**src/rtl/iter_shift_unit_pkg.sv**
```systemverilog
// Shared opcode constants, FSM state encoding and opcode legality check for the
// iterative shift/rotate unit.
package mcu_shift_pkg;

   localparam logic [3:0] OP_LSL = 4'd9;
   localparam logic [3:0] OP_LSR = 4'd10;
   localparam logic [3:0] OP_ASR = 4'd11;
   localparam logic [3:0] OP_ROL = 4'd12;
   localparam logic [3:0] OP_ROR = 4'd13;

   typedef enum logic [1:0] {
      IDLE  = 2'd0,
      SHIFT = 2'd1,
      DONE  = 2'd2
   } state_t;

   function automatic logic is_shift_op(input logic [3:0] op);
      return (op >= OP_LSL) && (op <= OP_ROR);
   endfunction

endpackage

```
**src/rtl/iter_shift_unit_if.sv**
```systemverilog
// Issue/result bundle between the execute stage and the shift unit.
// The master drives the request; the slave returns status and result.
interface iter_shift_unit_if #(
   parameter int OP_SZ = 32
) ();
   logic                     en;
   logic [3:0]               op;
   logic [OP_SZ-1:0]         data;
   logic [$clog2(OP_SZ)-1:0] shift_value;
   logic                     ready;
   logic [OP_SZ-1:0]         out;
   logic                     carry;
   logic                     zero;
   logic                     illegal;
   logic                     op_done;

   modport master (
      output en, op, data, shift_value,
      input  ready, out, carry, zero, illegal, op_done
   );

   modport slave (
      input  en, op, data, shift_value,
      output ready, out, carry, zero, illegal, op_done
   );
endinterface

```
**src/rtl/iter_shift_unit_step.sv**
```systemverilog
// One iteration of the shifter: shift/rotate by 0..STEP bits, combinational,
// returning the next word and the last bit that left it.
module shift_step
   import mcu_shift_pkg::*;
#(
   parameter int OP_SZ = 32,
   parameter int STEP  = 1,
   localparam int AW   = $clog2(STEP) + 1,
   localparam int IW   = $clog2(OP_SZ)
) (
   input  logic [OP_SZ-1:0] val,
   input  logic [3:0]       op,
   input  logic [AW-1:0]    amt,
   output logic [OP_SZ-1:0] nxt,
   output logic             cout
);

   int          sh;
   logic [IW-1:0] lidx;
   logic [IW-1:0] ridx;

   always_comb begin
      sh   = int'(amt);
      // lidx doubles as the complementary rotate distance; it wraps to 0 when amt is 0
      lidx = IW'(OP_SZ - sh);
      ridx = IW'(sh - 1);
      nxt  = val;
      cout = 1'b0;
      case (op)
         OP_LSL: begin
            nxt  = val << amt;
            cout = val[lidx];
         end
         OP_LSR: begin
            nxt  = val >> amt;
            cout = val[ridx];
         end
         OP_ASR: begin
            nxt  = $signed(val) >>> amt;
            cout = val[ridx];
         end
         OP_ROL: begin
            nxt  = (val << amt) | (val >> lidx);
            cout = val[lidx];
         end
         OP_ROR: begin
            nxt  = (val >> amt) | (val << lidx);
            cout = val[ridx];
         end
         default: begin
            nxt  = val;
            cout = 1'b0;
         end
      endcase
   end

endmodule

```
**src/rtl/iter_shift_unit.sv**
```systemverilog
// Multi-cycle shift/rotate unit: up to STEP bits per cycle, result held with a
// one-cycle op_done; ready drops only while shifting, en while busy is dropped.
module iter_shift_unit
   import mcu_shift_pkg::*;
#(
   parameter int OP_SZ = 32,
   parameter int STEP  = 1,
   localparam int AW   = $clog2(STEP) + 1,
   localparam int IW   = $clog2(OP_SZ)
) (
   input  logic              clk,
   input  logic              reset,
   iter_shift_unit_if.slave  bus
);

   state_t           state;
   state_t           state_nxt;
   logic [IW-1:0]    rem;
   logic [OP_SZ-1:0] out_r;
   logic             carry_r;
   logic             illegal_r;
   logic [3:0]       op_r;
   logic [AW-1:0]    amt;
   logic [OP_SZ-1:0] step_val;
   logic             step_cout;
   logic             accept;
   logic             start_shift;

   assign accept      = bus.en && (state != SHIFT);
   assign start_shift = is_shift_op(bus.op) && (bus.shift_value != '0);
   assign amt         = (rem >= IW'(STEP)) ? AW'(STEP) : AW'(rem);

   shift_step #(
      .OP_SZ (OP_SZ),
      .STEP  (STEP)
   ) u_step (
      .val  (out_r),
      .op   (op_r),
      .amt  (amt),
      .nxt  (step_val),
      .cout (step_cout)
   );

   always_comb begin
      state_nxt = state;
      case (state)
         IDLE: begin
            if (accept) state_nxt = start_shift ? SHIFT : DONE;
         end
         SHIFT: begin
            if (rem == IW'(amt)) state_nxt = DONE;
         end
         DONE: begin
            if (accept) state_nxt = start_shift ? SHIFT : DONE;
            else        state_nxt = IDLE;
         end
         default: state_nxt = IDLE;
      endcase
   end

   always_ff @(posedge clk or posedge reset) begin
      if (reset) state <= IDLE;
      else       state <= state_nxt;
   end

   always_ff @(posedge clk or posedge reset) begin
      if (reset) begin
         out_r     <= '0;
         carry_r   <= 1'b0;
         illegal_r <= 1'b0;
         op_r      <= '0;
         rem       <= '0;
      end else if (accept) begin
         out_r     <= bus.data;
         carry_r   <= 1'b0;
         illegal_r <= !is_shift_op(bus.op);
         op_r      <= bus.op;
         rem       <= start_shift ? bus.shift_value : '0;
      end else if (state == SHIFT) begin
         out_r     <= step_val;
         carry_r   <= step_cout;
         rem       <= rem - IW'(amt);
      end
   end

   assign bus.ready   = (state != SHIFT);
   assign bus.out     = out_r;
   assign bus.carry   = carry_r;
   assign bus.zero    = (out_r == '0);
   assign bus.illegal = illegal_r;
   assign bus.op_done = (state == DONE);

endmodule

```
**src/flat_wrapper.sv**
```systemverilog
// flat-port wrapper written by rule: the top's interface ports become plain ports
module iter_shift_unit_flat import mcu_shift_pkg::*;
#(
   parameter int OP_SZ = 32,
   parameter int STEP  = 1,
   localparam int AW   = $clog2(STEP) + 1,
   localparam int IW   = $clog2(OP_SZ)
)
  (clk, reset, bus_en, bus_op, bus_data, bus_shift_value, bus_ready, bus_out, bus_carry, bus_zero, bus_illegal, bus_op_done);
  iter_shift_unit_if #(.OP_SZ(OP_SZ)) bus_i ();
  input  logic clk;
  input  logic reset;
  input wire logic [$bits(bus_i.en)-1:0] bus_en;
  input wire logic [$bits(bus_i.op)-1:0] bus_op;
  input wire logic [$bits(bus_i.data)-1:0] bus_data;
  input wire logic [$bits(bus_i.shift_value)-1:0] bus_shift_value;
  output wire logic [$bits(bus_i.ready)-1:0] bus_ready;
  output wire logic [$bits(bus_i.out)-1:0] bus_out;
  output wire logic [$bits(bus_i.carry)-1:0] bus_carry;
  output wire logic [$bits(bus_i.zero)-1:0] bus_zero;
  output wire logic [$bits(bus_i.illegal)-1:0] bus_illegal;
  output wire logic [$bits(bus_i.op_done)-1:0] bus_op_done;
  assign bus_i.en = bus_en;
  assign bus_i.op = bus_op;
  assign bus_i.data = bus_data;
  assign bus_i.shift_value = bus_shift_value;
  assign bus_ready = bus_i.ready;
  assign bus_out = bus_i.out;
  assign bus_carry = bus_i.carry;
  assign bus_zero = bus_i.zero;
  assign bus_illegal = bus_i.illegal;
  assign bus_op_done = bus_i.op_done;
  iter_shift_unit #(.OP_SZ(OP_SZ), .STEP(STEP)) u_core (.clk(clk), .reset(reset), .bus(bus_i));
endmodule
```
**config.mk**
```make
export PLATFORM = sky130hd
export DESIGN_NAME = iter_shift_unit_flat
export DESIGN_NICKNAME = d
export VERILOG_FILES = /design/src/rtl/iter_shift_unit_pkg.sv /design/src/rtl/iter_shift_unit_if.sv /design/src/rtl/iter_shift_unit_step.sv /design/src/rtl/iter_shift_unit.sv /design/src/flat_wrapper.sv
export SDC_FILE = /design/constraint.sdc
export NUM_CORES = 1
export LEC_CHECK = 0
export ABC_AREA = 1
export ABC_CLOCK_PERIOD_IN_PS = 2800
export CORE_ASPECT_RATIO = 0.75
export CORE_MARGIN = 2
export CORE_UTILIZATION = 45
export DETAILED_ROUTE_END_ITERATION = 8
export PLACE_DENSITY = 0.76
export RECOVER_POWER = 100
export SLEW_MARGIN = 25
export SYNTH_ARGS = -nofsm -noshare
export SYNTH_HDL_FRONTEND = slang
export SYNTH_SLANG_ARGS = --single-unit
```
**constraint.sdc**
```tcl
create_clock -name clk -period 2.8 [get_ports clk]
set_clock_uncertainty 0.05 [all_clocks]
set_input_delay 0.56 -clock clk [delete_from_list [all_inputs] [get_ports clk]]
set_output_delay 0.56 -clock clk [all_outputs]
set_load 0.005 [all_outputs]
```
# --- Word-level counts from Yosys, hierarchy flattened ---
# Cells that the tools add are included.
classes:
  addsub: 3
  multipliers: 0
  n_div: 0
  magnitude_cmp: 5
  n_eq_ne: 11
  shifts: 5
  muxes: 19
  bitwise_logic: 2
  n_reduce_logical: 13
ops:
  columns: ["op", "count"]
  rows:
  - ["$pmux 32 s5", 1]
  - ["$mux 32", 2]
  - ["$or 32x32->32", 2]
  - ["$logic_not 32->1", 1]
  - ["$shl 32x1->32", 1]
  - ["$shl 32x5->32", 1]
  - ["$shr 32x1->32", 1]
  - ["$shr 32x5->32", 1]
  - ["$sshr 32x1->32", 1]
  - ["$eq 4x4->1 const B", 5]
  - ["$mux 5", 3]
  - ["$lt 5x6->1 const B", 2]
  - ["$bmux 1 s5", 2]
  - ["$mux 2", 4]
  - ["$ne 2x1->1 const B", 3]
  - ["$pmux 2 s3", 1]
  - ["$reduce_bool 6->1", 1]
  - ["$eq 5x1->1", 1]
  - ["$ge 5x1->1 const B", 1]
  - ["$mux 1", 5]
  - ["$reduce_bool 5->1", 1]
  - ["$sub 5x1->5", 1]
  - ["$ge 4x4->1 const B", 1]
  - ["$le 4x4->1 const B", 1]
  - ["12 further kinds", 15]
totals:
  reg_bits: 45
  latch_bits: 0
  mem_bits_rw: 0
  romBits: 0
  input_bits: 44
  output_inout_bits: 37
  elab_cells: 64
  mem_count: 0

# --- Longest topological paths before layout ---
depth:
  depth_word: 8
  ltp_mapped: 11
  ltp_nobuf: 10

# --- By module ---
# From an unflattened synthesis, not the netlist that was laid out.
unflattened:
  cells_unflattened: 648
  area_unflattened_um2: 3809.9
by_module_without_submodules:
  columns: ["mod", "instances", "cells_per_inst", "area_each_um2", "seq_area_each_um2"]
  rows:
  - ["iter_shift_unit", 1, 292, 2265.9, 1126.1]
  - ["shift_step", 1, 356, 1544.0, 0.0]

# --- Least setup slack after synthesis ---
# Ideal clock, no wire load.
synth_timing:
  kind: "register to output"
  startpoint: "reg u_core.out_r[4], in the netlist u_core.bus.out[4]"
  endpoint: "out bus_zero"
  arrival_time_ns: 0.920
  required_time_ns: 2.190
  path_slack_ns: 1.270
  stages_incl_launch_ff: 4
  path_buffers: 0
  path_cell_list: "dfrtp_1 nor4_1 nand4_1 nor2_1"
synth_between:
  elab_chain_cells: 1
synth_rtl:
  columns: ["item", "line", "rtl"]
  rows:
  - ["start: declaration", "iter_shift_unit.sv:19", "logic [OP_SZ-1:0] out_r;"]
  - ["start signal: assignment", "iter_shift_unit.sv:74", "out_r <= bus.data;"]
  - ["start signal: assignment", "iter_shift_unit.sv:80", "out_r <= step_val;"]
  - ["$logic_not 32->1", "iter_shift_unit.sv:89", "assign bus.zero = (out_r == '0);"]
  - ["end: declaration", "flat_wrapper.sv:20", "output wire logic [$bits(bus_i.zero)-1:0] bus_zero;"]
# No other way between the ends.

# --- Worst setup path after layout ---
layout_timing:
  startpoint: "reg u_core.out_r[17], in the netlist u_core.bus.out[17]"
  endpoint: "out bus_zero"
# The elaborated chain is that of the path after synthesis.

==> summary.txt <==
Drt
  – Antenna viol nets, final: 0
  – Vias: 3772
  – DRC: 0
  – Drt initial violations: 269
  – DRT Wirelength: 9576 µm
  – DR WL/cell: 12.87 µm
  – 1st-pass router iterations: 4
  – Via/cell ratio: 5.070

Setup path
  – Slowest CP cell: nor4_1
  – Combined buffer and inverter count along the critical path: 1
  – Worst path max stage delay: 540 ps
  – Crit path required time: 2190 ps
  – Worst Setup SP: u_core.bus.out[17]
  – Crit Path Category: reg -> out
  – CP top delay family: simple AND/OR/NAND/NOR gates
  – Endpoint class of the critical path: output port
  – Worst-path cell chain: nor4_1 -> nand4_1 -> nor2_1 -> clkdlybuf4s50_1
  – CP Max Fanout: 5
  – R2r setup slk: 310 ps
  – Crit path DAT: 2080 ps
  – Critical R2R Launch: u_core.state[0]
  – CP Launch Type: register

Synthesis
  – Sequential area share after synthesis: 0.3225
  – Syn Inst Count: 574
  – Post-Syn Area: 3492 µm²
  – Synthesized Nets: 620
  – Yosys reg bits: 45
  – Syn Area/Cell: 6.084 µm²
  – Synth warn: 0
  – Synth unique cells: 27

Floorplanning
  – Initial Utilization: 0.4699
  – Full die area: 8488 µm²
  – IO Pins: 81
  – Row count: 27
  – Die span in x: 105.7 µm
  – Die span in y: 80.29 µm
  – Core footprint: 7432 µm²

STA
  – Slew Viols, Final: 0
  – Slew HR: 0.2114
  – Hold Fails Final Rpt: 0
  – Setup ws final: 109.1 ps
  – Final setup viols: 0
  – Setup TNS: 0 ps
  – Measured slew at the worst slew-check pin: 1183 ps
  – RSZ-0062 raised after global routing: no
  – Minimum clock period: 2691 ps
  – Fmax: 371.6 MHz
  – Tcrit/Tclk final: 0.9610

Placed design
  – Post-DP HPWL: 6848 µm
  – DP Worst Slack: 420.1 ps
  – Port Buffers: 80
  – Final GP Congestion: 0.8594

Clock network
  – H-Tree Level Count: 2
  – CTS tree: built
  – Number of buffers created by CTS: 5
  – CTS root buf: clkbuf_8
  – Setup Fix Bufs, Post-CTS: 0
  – CTS sink count: 45
  – Clock tree buffer depth: 2
  – Post-cts resize count: 0
  – Clock-pin slew on the worst setup and hold paths: 80 ps
  – Clock Latency Late Sink: 300 ps
  – Hold buffers post-CTS: 0

Global route
  – Overflow after GRT: 0
  – Pin count of the biggest net entering global routing: 46
  – All-Layer GR Usage: 0.2364
  – Global-route wire length before repair: 16300 µm
  – Vias in the first global route: 3605
  – Initial antenna violation count: 0

Pwr
  – Pwr/cell area: 1091 nW/µm²
  – Switch share: 0.5067
  – P_leak: 2.240 nW
  – Sw Pwr: 2.399 mW
  – Worst vdd rail ir drop: 0.4207 mV
  – Clock power frac: 0.085
  – Part of the power in combinational logic: 0.634
  – Internal cell power: 2.335 mW
  – Sequential Power Share: 0.281

Flow run
  – Max-Cap Viols: 0

Finish
  – Fillers: 740
  – Area grow syn2layout: 24.29%
  – Layout cells sized above 1: 0.03888
  – Most common cell after layout, fill and taps aside: nand2_1
  – Fin util: 0.5840
  – Commonest non-fill, non-tap cells in the layout: nand2_1, nor2_1, inv_1, nand3_1, dfrtp_1
  – Multi-input logic area: 1943 µm²
  – Sequential Area: 1126 µm²
  – Nets: 688
  – Ant diodes: 0

Worst hold path
  – HP Start: u_core.state[0]
  – Hold Crit Class: reg -> reg

Run status
  – Status: finished, final reports clean
==> worst paths after layout <==
| kind | endpoint | depth (start not counted) |
|---|---|---|
| max | bus_zero | 4 |
| min | u_core.state[0] | 1 |
| max reg2reg | u_core.rem[4] | 8 |
| min reg2reg | u_core.state[0] | 1 |
| max in group asynchronous | u_core.bus.out[22] | 3 |
| min in group asynchronous | u_core.bus.out[19] | 3 |
==> logic make-up (layout without fill, tap and decap cells) <==
family,after synthesis,count (layout),synth area share
compound gates,70,70,0.1111
fa+ha+maj,2,2,0.007165
buf+inv,82,151,0.1154
flops,45,45,0.3225
simple gates,375,375,0.4439
==> layout make-up <==
class	instances	area share
well taps	101	0.02911
repair buffers	91	0.1998
inverters	52	0.04497
clock inverters	2	0.002306
multi-input cells	447	0.4477
flip-flops and latches	45	0.2594
clock buffers	6	0.01672
==> routing by layer <==
metal	up-vias	GRT usage	wire length (µm)	part of all wire
met5	-	0	0	0
met4	0	0.05921	86	0.0090
met3	11	0.05032	714	0.075
met2	115	0.3916	4198	0.44
met1	1686	0.3170	4577	0.48
li1	1960	-	-	-
==> synthesized netlist by cell type <==
library cell,instances,area (µm²)
nand2_1,224,840.8
nor2_1,80,300.3
inv_1,47,176.4
dfrtp_1,45,1126
nand3_1,45,225.2
o21ai_1,34,170.2
o21ai_0,18,90.09
buf_2,13,65.06
buf_4,11,82.58
o211ai_1,9,67.56
nor4_1,8,50.05
nand4_1,7,43.79
buf_6,5,56.30
inv_2,5,18.77
a21oi_1,4,20.02
nor2_4,3,33.78
a22oi_1,2,15.01
ha_1,2,25.02
nand2_2,2,12.51
nand3_2,2,20.02
nor3_1,2,10.01
clkbuf_1,1,3.750
nand3b_1,1,7.510
o21ai_2,1,8.760
o221ai_1,1,8.760
o31ai_1,1,7.510
or2_1,1,6.260
==> power groups by stage <==
stage | clock network [mW] | logic, mW | registers (mW)
after floorplan | 0 | 2.20 | 1.30
after global placement | 0 | 3.10 | 1.31
after detailed placement | 0 | 3.13 | 1.35
after CTS | 0.418 | 3.15 | 1.34
after global routing | 0.445 | 3.44 | 1.39
final | 0.405 | 3.00 | 1.33
==> sequential cells by signal (all words and copies together), names as in the netlist <==
name,count
u_core.bus.illegal,1
u_core.rem,5
u_core.op_r,4
u_core.bus.out,32
u_core.state,2
u_core.bus.carry,1
==> stage by stage <==
step	instances	cell area (µm²)	power [mW]	hold slack [ps]
CTS	744	4377	4.909	465.1
global route	744	4340	5.270	498.8
detailed placement	736	4294	4.479	434.5
finish	744	4340	4.734	451.5
global placement	736	4294	4.411	414.7
floorplan	574	3492	3.493	422.4
Note: power is estimated with default switching activity, not from simulation.
